### config.mk
export PLATFORM = sky130hd
export DESIGN_NAME = cordic_vec_byte_sequencer
export DESIGN_NICKNAME = d
export VERILOG_FILES = /design/src/rtl/cordic_vec_byte_sequencer.sv
export SDC_FILE = /design/constraint.sdc
export NUM_CORES = 1
export LEC_CHECK = 0
export BUFFER_PORTS_ARGS = -buffer_cell sky130_fd_sc_hd__buf_2
export CORE_AREA = 2 2 100 102
export DETAILED_ROUTE_END_ITERATION = 8
export DIE_AREA = 0 0 102 104
export PLACE_DENSITY = 0.95
export SYNTH_ARGS = -nofsm -noshare
export SYNTH_HDL_FRONTEND = slang
export SYNTH_SLANG_ARGS = --single-unit
### constraint.sdc
create_clock -name clock -period 4.34 [get_ports clock]
set_input_delay 0.868 -clock clock [delete_from_list [all_inputs] [get_ports clock]]
set_output_delay 0.868 -clock clock [all_outputs]
set_load 0.05 [all_outputs]
### src/rtl/cordic_vec_byte_sequencer.sv
// rtl/cordic_vec_byte_sequencer.sv - byte-wide operand loader and result streamer for the CORDIC vectoring pipeline
// One operation in flight: LOAD 2*NB bytes, wait out the pipeline latency, stream NB+4 result bytes.
module cordic_vec_byte_sequencer #(
   parameter int WIDTH = 16,
   parameter int LAT   = 17
) (
   input  logic                    clock,
   input  logic                    reset,
   input  logic [7:0]              in_data,
   input  logic                    in_valid,
   output logic                    in_ready,
   output logic signed [WIDTH-1:0] x_start,
   output logic signed [WIDTH-1:0] y_start,
   input  logic signed [WIDTH-1:0] magnitude,
   input  logic [31:0]             phase,
   output logic [7:0]              out_data,
   output logic                    out_valid,
   input  logic                    out_ready,
   output logic                    busy
);

   localparam int NB  = WIDTH / 8;
   localparam int NIN = 2 * NB;
   localparam int NO  = NB + 4;
   localparam int CW  = $clog2(((NO > NIN) ? NO : NIN) + 1);
   localparam int WW  = $clog2(LAT + 1);

   typedef enum logic [1:0] {S_LOAD, S_WAIT, S_SEND} state_t;

   state_t            state;
   logic [CW-1:0]     byte_cnt;
   logic [WW-1:0]     wait_cnt;
   logic [WIDTH-1:0]  x_sh, y_sh, x_next, y_next;
   logic [WIDTH-1:0]  mag_q;
   logic [31:0]       ph_q;
   logic [WIDTH+31:0] res;
   logic [7:0]        out_next;

   assign res = {ph_q, mag_q};

   // Shadow images with the incoming byte merged in, and the next result byte to present
   always_comb begin
      x_next   = x_sh;
      y_next   = y_sh;
      out_next = '0;
      for (int i = 0; i < NB; i++) begin
         if (byte_cnt == CW'(i))      x_next[8*i +: 8] = in_data;
         if (byte_cnt == CW'(NB + i)) y_next[8*i +: 8] = in_data;
      end
      for (int i = 0; i < NO; i++) begin
         if (byte_cnt + CW'(1) == CW'(i)) out_next = res[8*i +: 8];
      end
   end

   always_ff @(posedge clock) begin
      if (reset) begin
         state     <= S_LOAD;
         byte_cnt  <= '0;
         wait_cnt  <= '0;
         x_sh      <= '0;
         y_sh      <= '0;
         x_start   <= '0;
         y_start   <= '0;
         mag_q     <= '0;
         ph_q      <= '0;
         out_data  <= '0;
         out_valid <= 1'b0;
         in_ready  <= 1'b1;
         busy      <= 1'b0;
      end else begin
         case (state)
            S_LOAD: begin
               if (in_valid && in_ready) begin
                  x_sh <= x_next;
                  y_sh <= y_next;
                  if (byte_cnt == CW'(NIN - 1)) begin
                     x_start  <= x_next;
                     y_start  <= y_next;
                     byte_cnt <= '0;
                     wait_cnt <= '0;
                     in_ready <= 1'b0;
                     busy     <= 1'b1;
                     state    <= S_WAIT;
                  end else begin
                     byte_cnt <= byte_cnt + CW'(1);
                  end
               end
            end
            S_WAIT: begin
               if (wait_cnt == WW'(LAT)) begin
                  mag_q     <= magnitude;
                  ph_q      <= phase;
                  out_data  <= magnitude[7:0];
                  out_valid <= 1'b1;
                  byte_cnt  <= '0;
                  state     <= S_SEND;
               end else begin
                  wait_cnt <= wait_cnt + WW'(1);
               end
            end
            S_SEND: begin
               if (out_ready) begin
                  if (byte_cnt == CW'(NO - 1)) begin
                     byte_cnt  <= '0;
                     out_data  <= '0;
                     out_valid <= 1'b0;
                     in_ready  <= 1'b1;
                     busy      <= 1'b0;
                     state     <= S_LOAD;
                  end else begin
                     byte_cnt <= byte_cnt + CW'(1);
                     out_data <= out_next;
                  end
               end
            end
            default: state <= S_LOAD;
         endcase
      end
   end

endmodule

==> impl_metrics.env, run 1 <==
export IMPL_drtIter0Drc=424
export IMPL_via_count=5210
export IMPL_h_tree_depth=4
export IMPL_min_path_type="reg2reg"
export IMPL_vias_per_cell=6.06
export IMPL_synth_ff_type="dfxtp_1"
export IMPL_critPathArrivalTime_ns=3.30
export IMPL_grt_max_degree=70
export IMPL_clock_latency_ns=0.53
export IMPL_rr_startpoint="byte_cnt[0]$_SDFFE_PP0P_"
export IMPL_clk_path_buf_depth=2
export IMPL_initial_core_util_pct=57.6
export IMPL_final_max_slew_viol_count=0
export IMPL_final_util_pct=68.4
export IMPL_period_minus_slack_ns=2.90
export IMPL_placed_area_um2=5990
export IMPL_post_dp_hpwl_um=9540
export IMPL_slowest_delay_ns=0.75
export IMPL_startpoint="byte_cnt[0]$_SDFFE_PP0P_"
export IMPL_hold_viol_final=0
export IMPL_met1_usage_pct=35.0
export IMPL_r2r_end="x_sh[4]$_SDFFE_PP0P_"
export IMPL_top_usage_layer="met2"
export IMPL_critical_path_buf_inv_count=2
export IMPL_finalWirelength_um=15000
export IMPL_drive_above_1_share_pct=19.9
export IMPL_clock_sinks=125
export IMPL_start_kind="register"
export IMPL_syn_nets=714
export IMPL_fmax_mhz=345
export IMPL_synth_edf_count=0
export IMPL_dieArea_um2=10600
export IMPL_worstSetupPathType="reg2reg"
export IMPL_rsz0062_at_grt="false"
export IMPL_wl_per_cell_um=17.5
export IMPL_synth_seq_cells=125
export IMPL_root_buffer="clkbuf_8"
export IMPL_clk_pin_slew_ns=0.06
export IMPL_rows=36
export IMPL_finClkSkew_ns=0.00872
export IMPL_yosys_cell_types_count=42
export IMPL_gp_congestion=0.887
export IMPL_synthCells=641
export IMPL_grt_pass1_wl_um=24400
export IMPL_crit_cells=7
export IMPL_rr_worst_depth=7
export IMPL_finalCritPeriodShare_pct=66.8
export IMPL_die_w_um=102
export IMPL_ys_async_sr_fraction_pct=0
export IMPL_cts_inserted_buffers=17
export IMPL_regArea_um2=2500
export IMPL_cp_max_fo=26
export IMPL_ir_worst_vdd_mv=0.311
export IMPL_p_per_area_nw_per_um2=596
export IMPL_ant_nets=0
export IMPL_die_y_um=104
export IMPL_max_cap_violations=0
export IMPL_multi_input_area_um2=2710
export IMPL_leakage_nw=2.41
export IMPL_syn2layout_area_growth_pct=18.7
export IMPL_crit_end="x_sh[4]$_SDFFE_PP0P_"
export IMPL_setup_viol=0
export IMPL_nFillCells=697
export IMPL_cts_tree="yes"
export IMPL_cpLargestDelayFamily="simple AND/OR/NAND/NOR gates"
export IMPL_hold_ws_ns=0.453
export IMPL_post_cts_resized=0
export IMPL_drc_errors=0
export IMPL_crit_chain="inv_1, ha_1, nor2b_1, buf_4, nor2b_1, mux2i_1, nor2_1"
export IMPL_synth_area_um2=5500
export IMPL_met2_usage_pct=47.7
export IMPL_final_area_um2=6530
export IMPL_post_cts_buffers=0
export IMPL_dr_pass1_iters=5
export IMPL_slowest_stage="ha_1"
export IMPL_ioPinCount=103
export IMPL_tightest_slew_ns=1.09
export IMPL_required_ns=4.74
export IMPL_critPathCaptureType="register"
export IMPL_postCtsHoldBufs=0
export IMPL_cp_common_cell="nor2b_1"
export IMPL_setup_tns_final_ns=0
export IMPL_rrSetupSlack_ns=1.44
export IMPL_synth_seq_area_share_pct=45.5
export IMPL_avgSynthCellArea_um2=8.58
export IMPL_antenna_found_initial=2
export IMPL_grt_pass1_vias=5044
export IMPL_grt_use_total_pct=28.8
export IMPL_overflow=0
export IMPL_grt_util_met3_pct=7.06
export IMPL_nets=788
export IMPL_core_area_um2=9550
export IMPL_max_slew_margin_pct=27.0
export IMPL_outcome="complete, no violations"
export IMPL_port_buffers=102
export IMPL_yosysWarnings=0
## placed cells by master, fill, tap and decap left out, drive strengths merged, types with 4 or more instances in the layout
| cell | synthesis | final |
|---|---|---|
| nand2 | 131 | 131 |
| dfxtp | 125 | 125 |
| buf | 23 | 107 |
| a21oi | 65 | 65 |
| nor2 | 65 | 65 |
| mux2i | 51 | 51 |
| a211oi | 27 | 27 |
| clkbuf | 29 | 21 |
| inv | 17 | 17 |
| nand4 | 16 | 16 |
| ha | 13 | 13 |
| o21ai | 10 | 10 |
| a221oi | 9 | 9 |
| nor2b | 8 | 8 |
| a221o | 8 | 8 |
| a311oi | 8 | 8 |
| nand3 | 5 | 5 |
| clkinv | 1 | 5 |
| a21boi | 4 | 4 |
## stage by stage
stage               power, W  std cells  setup slack (ns)
floorplan            0.00229        641              2.52
global placement     0.00247        829              1.75
detailed placement   0.00255        829              1.50
CTS                  0.00386        858              1.49
global route         0.00403        860              1.23
finish               0.00390        860              1.44
## registers in the layout (all words and copies together) (netlist names)
signal     flops
y_sh           8
state          2
y_start       16
x_sh          16
in_ready       1
byte_cnt       3
busy           1
mag_q         16
out_valid      1
wait_cnt       5
x_start       16
ph_q          32
out_data       8
## final cells by class
class	count	area share (%)
Multi-Input combinational cell	446	41.4
Tap cell	133	2.55
Antenna cell	2	0.0766
Inverter	18	1.03
Timing Repair Buffer	107	8.43
Clock inverter	8	1.46
Clock buffer	21	6.72
Sequential cell	125	38.3
## cells by family (layout without fill, tap and decap cells)
kind of cell,Yosys count,in the layout,share of synthesized area (%)
AND/OR/NAND/NOR,232,232,17.9
AO/OA/AOI/OAI,145,145,18.0
flip-flops,125,125,45.5
buffers and inverters,70,154,5.50
multiplexers,52,52,9.48
adder cells (fa/ha/maj),13,13,2.96
XOR/XNOR,4,4,0.637
other,0,2,0
## tightest hold or removal path: cells and delay by family, from the launching register on
| family | cells | cell delay, ns |
|---|---|---|
| AO/OA/AOI/OAI | 1 | 0.05 |
| flip-flops | 1 | 0.30 |
| AND/OR/NAND/NOR | 1 | 0.05 |
## where the power goes
part	switching [W]	internal, W
clock network	0.000501	0.000817
registers	0.0000866	0.00126
logic	0.000808	0.000426
total	0.00139	0.00250
## cells in the mapped netlist (2+ instances only)
| library cell | n | area (um2) |
|---|---|---|
| a211oi_1 | 26 | 195 |
| a21boi_0 | 2 | 15.0 |
| a21boi_2 | 2 | 22.5 |
| a21oi_1 | 65 | 325 |
| a221o_1 | 8 | 80.1 |
| a221oi_1 | 9 | 78.8 |
| a311oi_1 | 8 | 70.1 |
| buf_2 | 19 | 95.1 |
| buf_4 | 4 | 30.0 |
| clkbuf_1 | 28 | 105 |
| dfxtp_1 | 125 | 2500 |
| ha_1 | 13 | 163 |
| inv_1 | 17 | 63.8 |
| mux2i_1 | 51 | 510 |
| nand2_1 | 131 | 492 |
| nand2b_1 | 2 | 12.5 |
| nand3_1 | 5 | 25.0 |
| nand4_1 | 16 | 100 |
| nor2_1 | 65 | 244 |
| nor2b_1 | 8 | 50.1 |
| o2111ai_1 | 3 | 26.3 |
| o21ai_0 | 9 | 45.0 |
| o221ai_1 | 2 | 17.5 |
| o31ai_1 | 3 | 22.5 |
| xor2_1 | 3 | 26.3 |
## routing by layer
| layer | wire, um | up-vias |
|---|---|---|
| met3 | 1090 | 72 |
| li1 | - | 2372 |
| met2 | 7390 | 287 |
| met4 | 658 | 0 |
| met5 | 0 | - |
| met1 | 5890 | 2479 |
## worst min path at each step
stage / startpoint / end / slack (ns) / cells after the start
2_1_floorplan: ph_q[6]$_SDFFE_PP0P_ / ph_q[6]$_SDFFE_PP0P_ / 0.43 / 2
3_3_place_gp: y_start[11]$_SDFFE_PP0P_ / y_start[11]$_SDFFE_PP0P_ / 0.44 / 2
3_5_place_dp: y_start[12]$_SDFFE_PP0P_ / y_start[12]$_SDFFE_PP0P_ / 0.45 / 2
4_1_cts: y_start[12]$_SDFFE_PP0P_ / y_start[12]$_SDFFE_PP0P_ / 0.45 / 2
5_1_grt: ph_q[7]$_SDFFE_PP0P_ / ph_q[7]$_SDFFE_PP0P_ / 0.47 / 2
6_report: y_start[12]$_SDFFE_PP0P_ / y_start[12]$_SDFFE_PP0P_ / 0.45 / 2
Note: power is estimated with default switching activity, not from simulation.
==> inputs of run 2 (changes only) <==
Settings changed: ABC_AREA set to 1, CORE_AREA 2 2 100 102 to 2 2 110 112, DIE_AREA 0 0 102 104 to 0 0 112 114, PLACE_DENSITY 0.95 to 0.86.
Clock period 4.34 ns to 2.4 ns, I/O delays scaled along.
==> run 2 against run 1 <==
Setup slack got worse by 1.1 ns. Largest cell class is now sequential cells. Utilization fell by 11 points. Global-route usage decreased by 7.1 points. Highest routed layer unchanged. Synthesized cell count up 21%. Clock power is 80% higher. Sequential power rose by 83%.
==> impl_metrics.env, run 2 <==
export IMPL_setup_tns_final_ns=0
export IMPL_finalWirelength_um=13800
export IMPL_drive_above_1_share_pct=19.2
export IMPL_slowest_delay_ns=0.47
export IMPL_p_seq_share_pct=32.9
export IMPL_finClkSkew_ns=0.0235
export IMPL_grt_use_total_pct=21.7
export IMPL_synthCells=776
export IMPL_min_path_type="in2reg"
export IMPL_dieArea_um2=12800
export IMPL_yosys_area_share_simple_pct=16.2
export IMPL_root_buffer="clkbuf_16"
export IMPL_largest_reg_flops=32
export IMPL_cp_max_fo=18
export IMPL_swShare_pct=39.0
export IMPL_slowest_stage="dfxtp_1"
export IMPL_synth_seq_area_share_pct=44.4
export IMPL_critPathCaptureType="register"
export IMPL_fmax_mhz=477
export IMPL_die_y_um=114
export IMPL_period_minus_slack_ns=2.10
export IMPL_diodes=0
export IMPL_grt_pass1_wl_um=22500
export IMPL_synth_area_um2=5640
export IMPL_post_cts_buffers=0
export IMPL_grt_pass1_vias=4777
export IMPL_cp_common_cell="inv_1"
export IMPL_tightest_slew_ns=0.737
export IMPL_critPathArrivalTime_ns=2.44
export IMPL_outcome="complete, no violations"
export IMPL_drtIter0Drc=356
export IMPL_synth_adder_area_share_pct=2.88
export IMPL_crit_cells=9
export IMPL_crit_chain="inv_1, ha_1, buf_4, inv_1, nand2_1, inv_1, a21oi_1, nand2_1, a21oi_1"
export IMPL_vias_per_cell=5.14
export IMPL_nFillCells=1065
export IMPL_synthTopCellsByCount="dfxtp_1, o21ai_0, nand2_1"
export IMPL_whs_path_depth=3
export IMPL_final_max_slew_viol_count=0
export IMPL_die_w_um=112
export IMPL_synth_xor_area_share_pct=0.466
export IMPL_clock_sinks=125
export IMPL_multi_input_area_um2=2460
export IMPL_rr_worst_depth=9
export IMPL_hold_viol_final=0
export IMPL_clk_path_buf_depth=2
export IMPL_cts_tree="yes"
export IMPL_synth_top_cell_area_share_pct=44.4
export IMPL_clk_pin_slew_ns=0.06
export IMPL_required_ns=2.75
export IMPL_finalWorstSetupSlack_ns=0.305
export IMPL_cpLargestDelayFamily="buffers and inverters"
export IMPL_synth_compound_gate_area_share_pct=24.2
export IMPL_regArea_um2=2500
export IMPL_setup_viol=0
export IMPL_nets=934
export IMPL_synth_area_leaders="dfxtp_1, o21ai_0, a21oi_1"
export IMPL_worstSetupPathType="reg2reg"
export IMPL_wl_per_cell_um=13.5
export IMPL_pwr_share_clk_pct=32.0
export IMPL_core_area_um2=11700
export IMPL_syn2layout_area_growth_pct=19.7
export IMPL_top_register="ph_q"
export IMPL_max_slew_margin_pct=50.7
export IMPL_initial_core_util_pct=48.2
export IMPL_rows=40
export IMPL_fin_cells=1021
export IMPL_combPwrFrac_pct=35.1
export IMPL_ioPinCount=103
export IMPL_rsz0062_at_grt="false"
export IMPL_start_kind="register"
export IMPL_dp_cells=989
export IMPL_p_per_area_nw_per_um2=1100
export IMPL_synth_top_cell_by_area="dfxtp_1"
export IMPL_final_cell_mix="o21ai_0, dfxtp_1, nand2_1, inv_1, buf_2"
export IMPL_intPower_w=0.00454
export IMPL_dr_pass1_iters=6
export IMPL_yosysWarnings=0
export IMPL_post_cts_resized=0
export IMPL_synth_edf_count=0
export IMPL_finalCritPeriodShare_pct=87.3
export IMPL_ys_async_sr_fraction_pct=0
export IMPL_clock_latency_ns=0.41
export IMPL_synth_seq_cells=125
export IMPL_overflow=0
export IMPL_ant_nets=0
export IMPL_cts_inserted_buffers=17
export IMPL_synth_ff_type="dfxtp_1"
export IMPL_syn_nets=849
export IMPL_post_dp_hpwl_um=9330
export IMPL_antenna_found_initial=0
export IMPL_dp_worst_setup_slack_ns=0.364
export IMPL_avgSynthCellArea_um2=7.27
export IMPL_p_sw_w=0.00290
export IMPL_yosys_cell_types_count=25
export IMPL_synth_top_family_by_area="compound AO/OA/AOI/OAI gates"
export IMPL_max_cap_violations=0
export IMPL_ir_worst_vdd_mv=0.739
export IMPL_leakage_nw=2.95
export IMPL_grt_max_degree=49
export IMPL_via_count=5248
export IMPL_postCtsHoldBufs=0
export IMPL_drc_errors=0
export IMPL_h_tree_depth=4
export IMPL_port_buffers=102
export IMPL_critical_path_buf_inv_count=4
export IMPL_gp_congestion=0.899
export IMPL_power_w=0.00744
export IMPL_synth_area_mux_share_pct=0
==> run 2: worst reg2reg max path, stage by stage, from the launching register on <==
cell	delay, ns
dfxtp_1	0.47
inv_1	0.11
ha_1	0.34
buf_4	0.22
inv_1	0.08
nand2_1	0.19
inv_1	0.19
a21oi_1	0.20
nand2_1	0.12
a21oi_1	0.13
==> run 2: layout make-up <==
class,instances,area share [%]
inverters,110,6.12
repair buffers,112,9.23
clock inverters,14,1.80
flip-flops and latches,125,37.1
well taps,147,2.73
clock buffers,18,6.51
multi-input cells,495,36.5
==> run 2: metal layers <==
metal	vias up	track usage [%]	wire length, um
met3	27	5.10	680
met5	-	0	0
met1	2367	29.6	6600
met4	0	10.2	331
met2	168	32.9	6180
li1	2686	-	-
==> run 2: cells by family (layout without fill, tap and decap cells) <==
group / count (synthesis) / after routing
adders and majority gates: 13 / 13
xor gates and xnor gates: 3 / 3
DFF: 125 / 125
AOI/OAI and AO/OA: 256 / 256
and+or+nand+nor: 223 / 223
buffers and inverters: 156 / 254
==> run 2: final timing paths <==
path	startpoint	to	slack [ns]
worst min-delay path	magnitude[14]	mag_q[14]$_SDFFE_PP0P_	0.30
worst max register to register	byte_cnt[2]$_SDFFE_PP0P_	out_data[1]$_SDFFE_PP0P_	0.30
worst max-delay path	byte_cnt[2]$_SDFFE_PP0P_	out_data[1]$_SDFFE_PP0P_	0.30
worst min register to register	ph_q[7]$_SDFFE_PP0P_	ph_q[7]$_SDFFE_PP0P_	0.45
==> run 2: per-stage QoR <==
stage                     util, %  cell area (um2)  hold WS (ns)
after floorplan                 -             5640         0.425
after global placement       52.8             6190         0.439
after detailed placement     52.8             6190         0.445
after CTS                    57.6             6750         0.290
after global routing         57.6             6750         0.308
final                        57.6             6750         0.298
==> run 2: power by group through the flow <==
stage	sequential (W)	clock, W	combinational [W]
after floorplan	0.00281	0	0.00170
after global placement	0.00248	0	0.00250
after detailed placement	0.00249	0	0.00254
after CTS	0.00245	0.00242	0.00258
after global routing	0.00248	0.00251	0.00292
final	0.00245	0.00238	0.00261
==> inputs of run 3 (changes only) <==
Settings changed: CORE_AREA 2 2 110 112 to 2 2 105 107, DIE_AREA 0 0 112 114 to 0 0 107 109, MAX_ROUTING_LAYER set to met4, PLACE_DENSITY 0.86 to 0.89.
Clock period 2.4 ns to 1.94 ns, I/O delays scaled along.
==> run 3 against run 2 <==
Sequential share of layout area down 0.73 points. First-iteration DRC count increased by 18%. Utilization up 7.3 points. Setup slack lost 0.20 ns. Die area is 8.7% lower. Clock power increased by 32%. Clock skew down 0.013 ns. Flip-flop and latch count unchanged. Wire length increased by 2.4%.
==> impl_metrics.env, run 3 (same netlist as run 2, synthesis figures left out) <==
export IMPL_rr_worst_depth=10
export IMPL_grt_use_total_pct=25.6
export IMPL_drc_errors=0
export IMPL_hold_viol_final=0
export IMPL_rr_startpoint="byte_cnt[1]$_SDFFE_PP0P_"
export IMPL_largest_reg_flops=32
export IMPL_vias_per_cell=5.29
export IMPL_required_ns=2.40
export IMPL_clk_pin_slew_ns=0.06
export IMPL_clk_path_buf_depth=2
export IMPL_nets=942
export IMPL_cp_max_fo=14
export IMPL_leakage_nw=3.01
export IMPL_finalWirelength_um=14100
export IMPL_worstSetupPathType="reg2reg"
export IMPL_clock_sinks=125
export IMPL_cts_inserted_buffers=17
export IMPL_grt_max_degree=75
export IMPL_outcome="complete, no violations"
export IMPL_post_dp_hpwl_um=9500
export IMPL_tightest_slew_ns=0.452
export IMPL_critPathCaptureType="register"
export IMPL_placed_area_um2=6230
export IMPL_critPathArrivalTime_ns=2.30
export IMPL_initial_core_util_pct=53.2
export IMPL_dr_pass1_iters=8
export IMPL_setup_viol=0
export IMPL_finalCritPeriodShare_pct=94.8
export IMPL_diodes=0
export IMPL_port_buffers=102
export IMPL_h_tree_depth=4
export IMPL_final_area_um2=6880
export IMPL_whs_path_depth=3
export IMPL_fin_cells=1022
export IMPL_nFillCells=886
export IMPL_drtIter0Drc=420
export IMPL_min_path_type="in2reg"
export IMPL_cts_tree="yes"
export IMPL_fmax_mhz=543
export IMPL_rows=38
export IMPL_drive_above_1_share_pct=21.1
export IMPL_ant_nets=0
export IMPL_clock_latency_ns=0.52
export IMPL_ioPinCount=103
export IMPL_via_count=5405
export IMPL_dieArea_um2=11700
export IMPL_final_common_cell="dfxtp_1"
export IMPL_grt_pass1_vias=5025
export IMPL_finClkSkew_ns=0.0109
export IMPL_p_per_area_nw_per_um2=1410
export IMPL_final_max_slew_viol_count=0
export IMPL_holdPathEnd="ph_q[6]$_SDFFE_PP0P_"
export IMPL_final_cell_mix="dfxtp_1, o21ai_0, nand2_1, buf_2, inv_1"
export IMPL_r2r_end="out_data[5]$_SDFFE_PP0P_"
export IMPL_antenna_found_initial=0
export IMPL_die_y_um=109
export IMPL_grt_pass1_wl_um=23200
export IMPL_top_register="ph_q"
export IMPL_die_w_um=107
export IMPL_rrSetupSlack_ns=0.10
export IMPL_min_delay_start="phase[6]"
export IMPL_ir_worst_vdd_mv=0.939
export IMPL_overflow=0
export IMPL_max_cap_violations=0
export IMPL_core_area_um2=10600
export IMPL_max_slew_margin_pct=69.9
export IMPL_dp_cells=989
export IMPL_start_kind="register"
export IMPL_gp_congestion=0.966
export IMPL_root_buffer="clkbuf_8"
export IMPL_period_minus_slack_ns=1.84
export IMPL_wl_per_cell_um=13.8
export IMPL_syn2layout_area_growth_pct=22.1
[run 3: cell types whose count changed in the layout (fill, tap and decap cells not counted), sizes merged]
cell / before / now
inv: 110 / 115
bufinv: 1 / 2
clkbuf: 18 / 17
clkinv: 10 / 5
buf: 112 / 120
[run 3: power by group]
| group | internal (W) | leakage, nW | switching [W] |
|---|---|---|---|
| Clock | 0.00187 | 0.285 | 0.00126 |
| Sequential | 0.00288 | 1.01 | 0.000134 |
| Combinational | 0.00114 | 1.71 | 0.00241 |
[run 3: stage by stage]
stage | total power, W | hold slack (ns) | util [%] | setup TNS [ns] | setup WS (ns)
floorplan | 0.00558 | 0.425 | - | 0 | 0.281
global placement | 0.00631 | 0.436 | 58.8 | 0 | 0.0818
detailed placement | 0.00639 | 0.447 | 58.8 | -0.0158 | -0.0158
CTS | 0.00956 | 0.0840 | 64.4 | 0 | 0.00781
global route | 0.0103 | 0.119 | 64.9 | -0.00135 | -0.00135
finish | 0.00971 | 0.0967 | 64.9 | 0 | 0.100
[run 3: worst max path at each step]
stage,startpoint,to
final,byte_cnt[1]$_SDFFE_PP0P_,out_data[5]$_SDFFE_PP0P_
after global routing,byte_cnt[0]$_SDFFE_PP0P_,x_sh[6]$_SDFFE_PP0P_
after detailed placement,byte_cnt[1]$_SDFFE_PP0P_,out_data[2]$_SDFFE_PP0P_
after global placement,byte_cnt[1]$_SDFFE_PP0P_,out_data[6]$_SDFFE_PP0P_
after floorplan,byte_cnt[0]$_SDFFE_PP0P_,out_data[5]$_SDFFE_PP0P_
after CTS,byte_cnt[1]$_SDFFE_PP0P_,out_data[5]$_SDFFE_PP0P_
[run 3: repair_timing]
action                     CTS  global route
gates resized for setup      2            22
buffers inserted             0             1
hold buffers                 0             0
setup endpoints to repair    4            64
[run 3: critical path, cell delays in order, from the launching register on]
cell,delay [ns]
dfxtp_1,0.37
ha_1,0.23
ha_4,0.24
buf_6,0.15
inv_1,0.13
nand2_2,0.14
o21ai_1,0.18
inv_1,0.07
nand2_1,0.10
nand2_1,0.07
a21oi_2,0.10
[run 3: layer usage]
layer / global-route usage [%] / part of all wire, % / wire, um
met1: 33.3 / 45 / 6330
met2: 38.8 / 46 / 6560
met3: 6.87 / 7.1 / 1000
met4: 8.81 / 1.7 / 235
met5: - / 0 / 0
[run 3: cell type report]
cell class | instances | area [um2] | share of cell area (%)
inverter | 110 | 424 | 6.16
timing repair buffer | 120 | 687 | 9.98
tap | 140 | 175 | 2.54
sequential | 125 | 2500 | 36.4
clock buffer | 17 | 414 | 6.02
clock inverter | 15 | 179 | 2.60
multi-input combinational | 495 | 2500 | 36.3
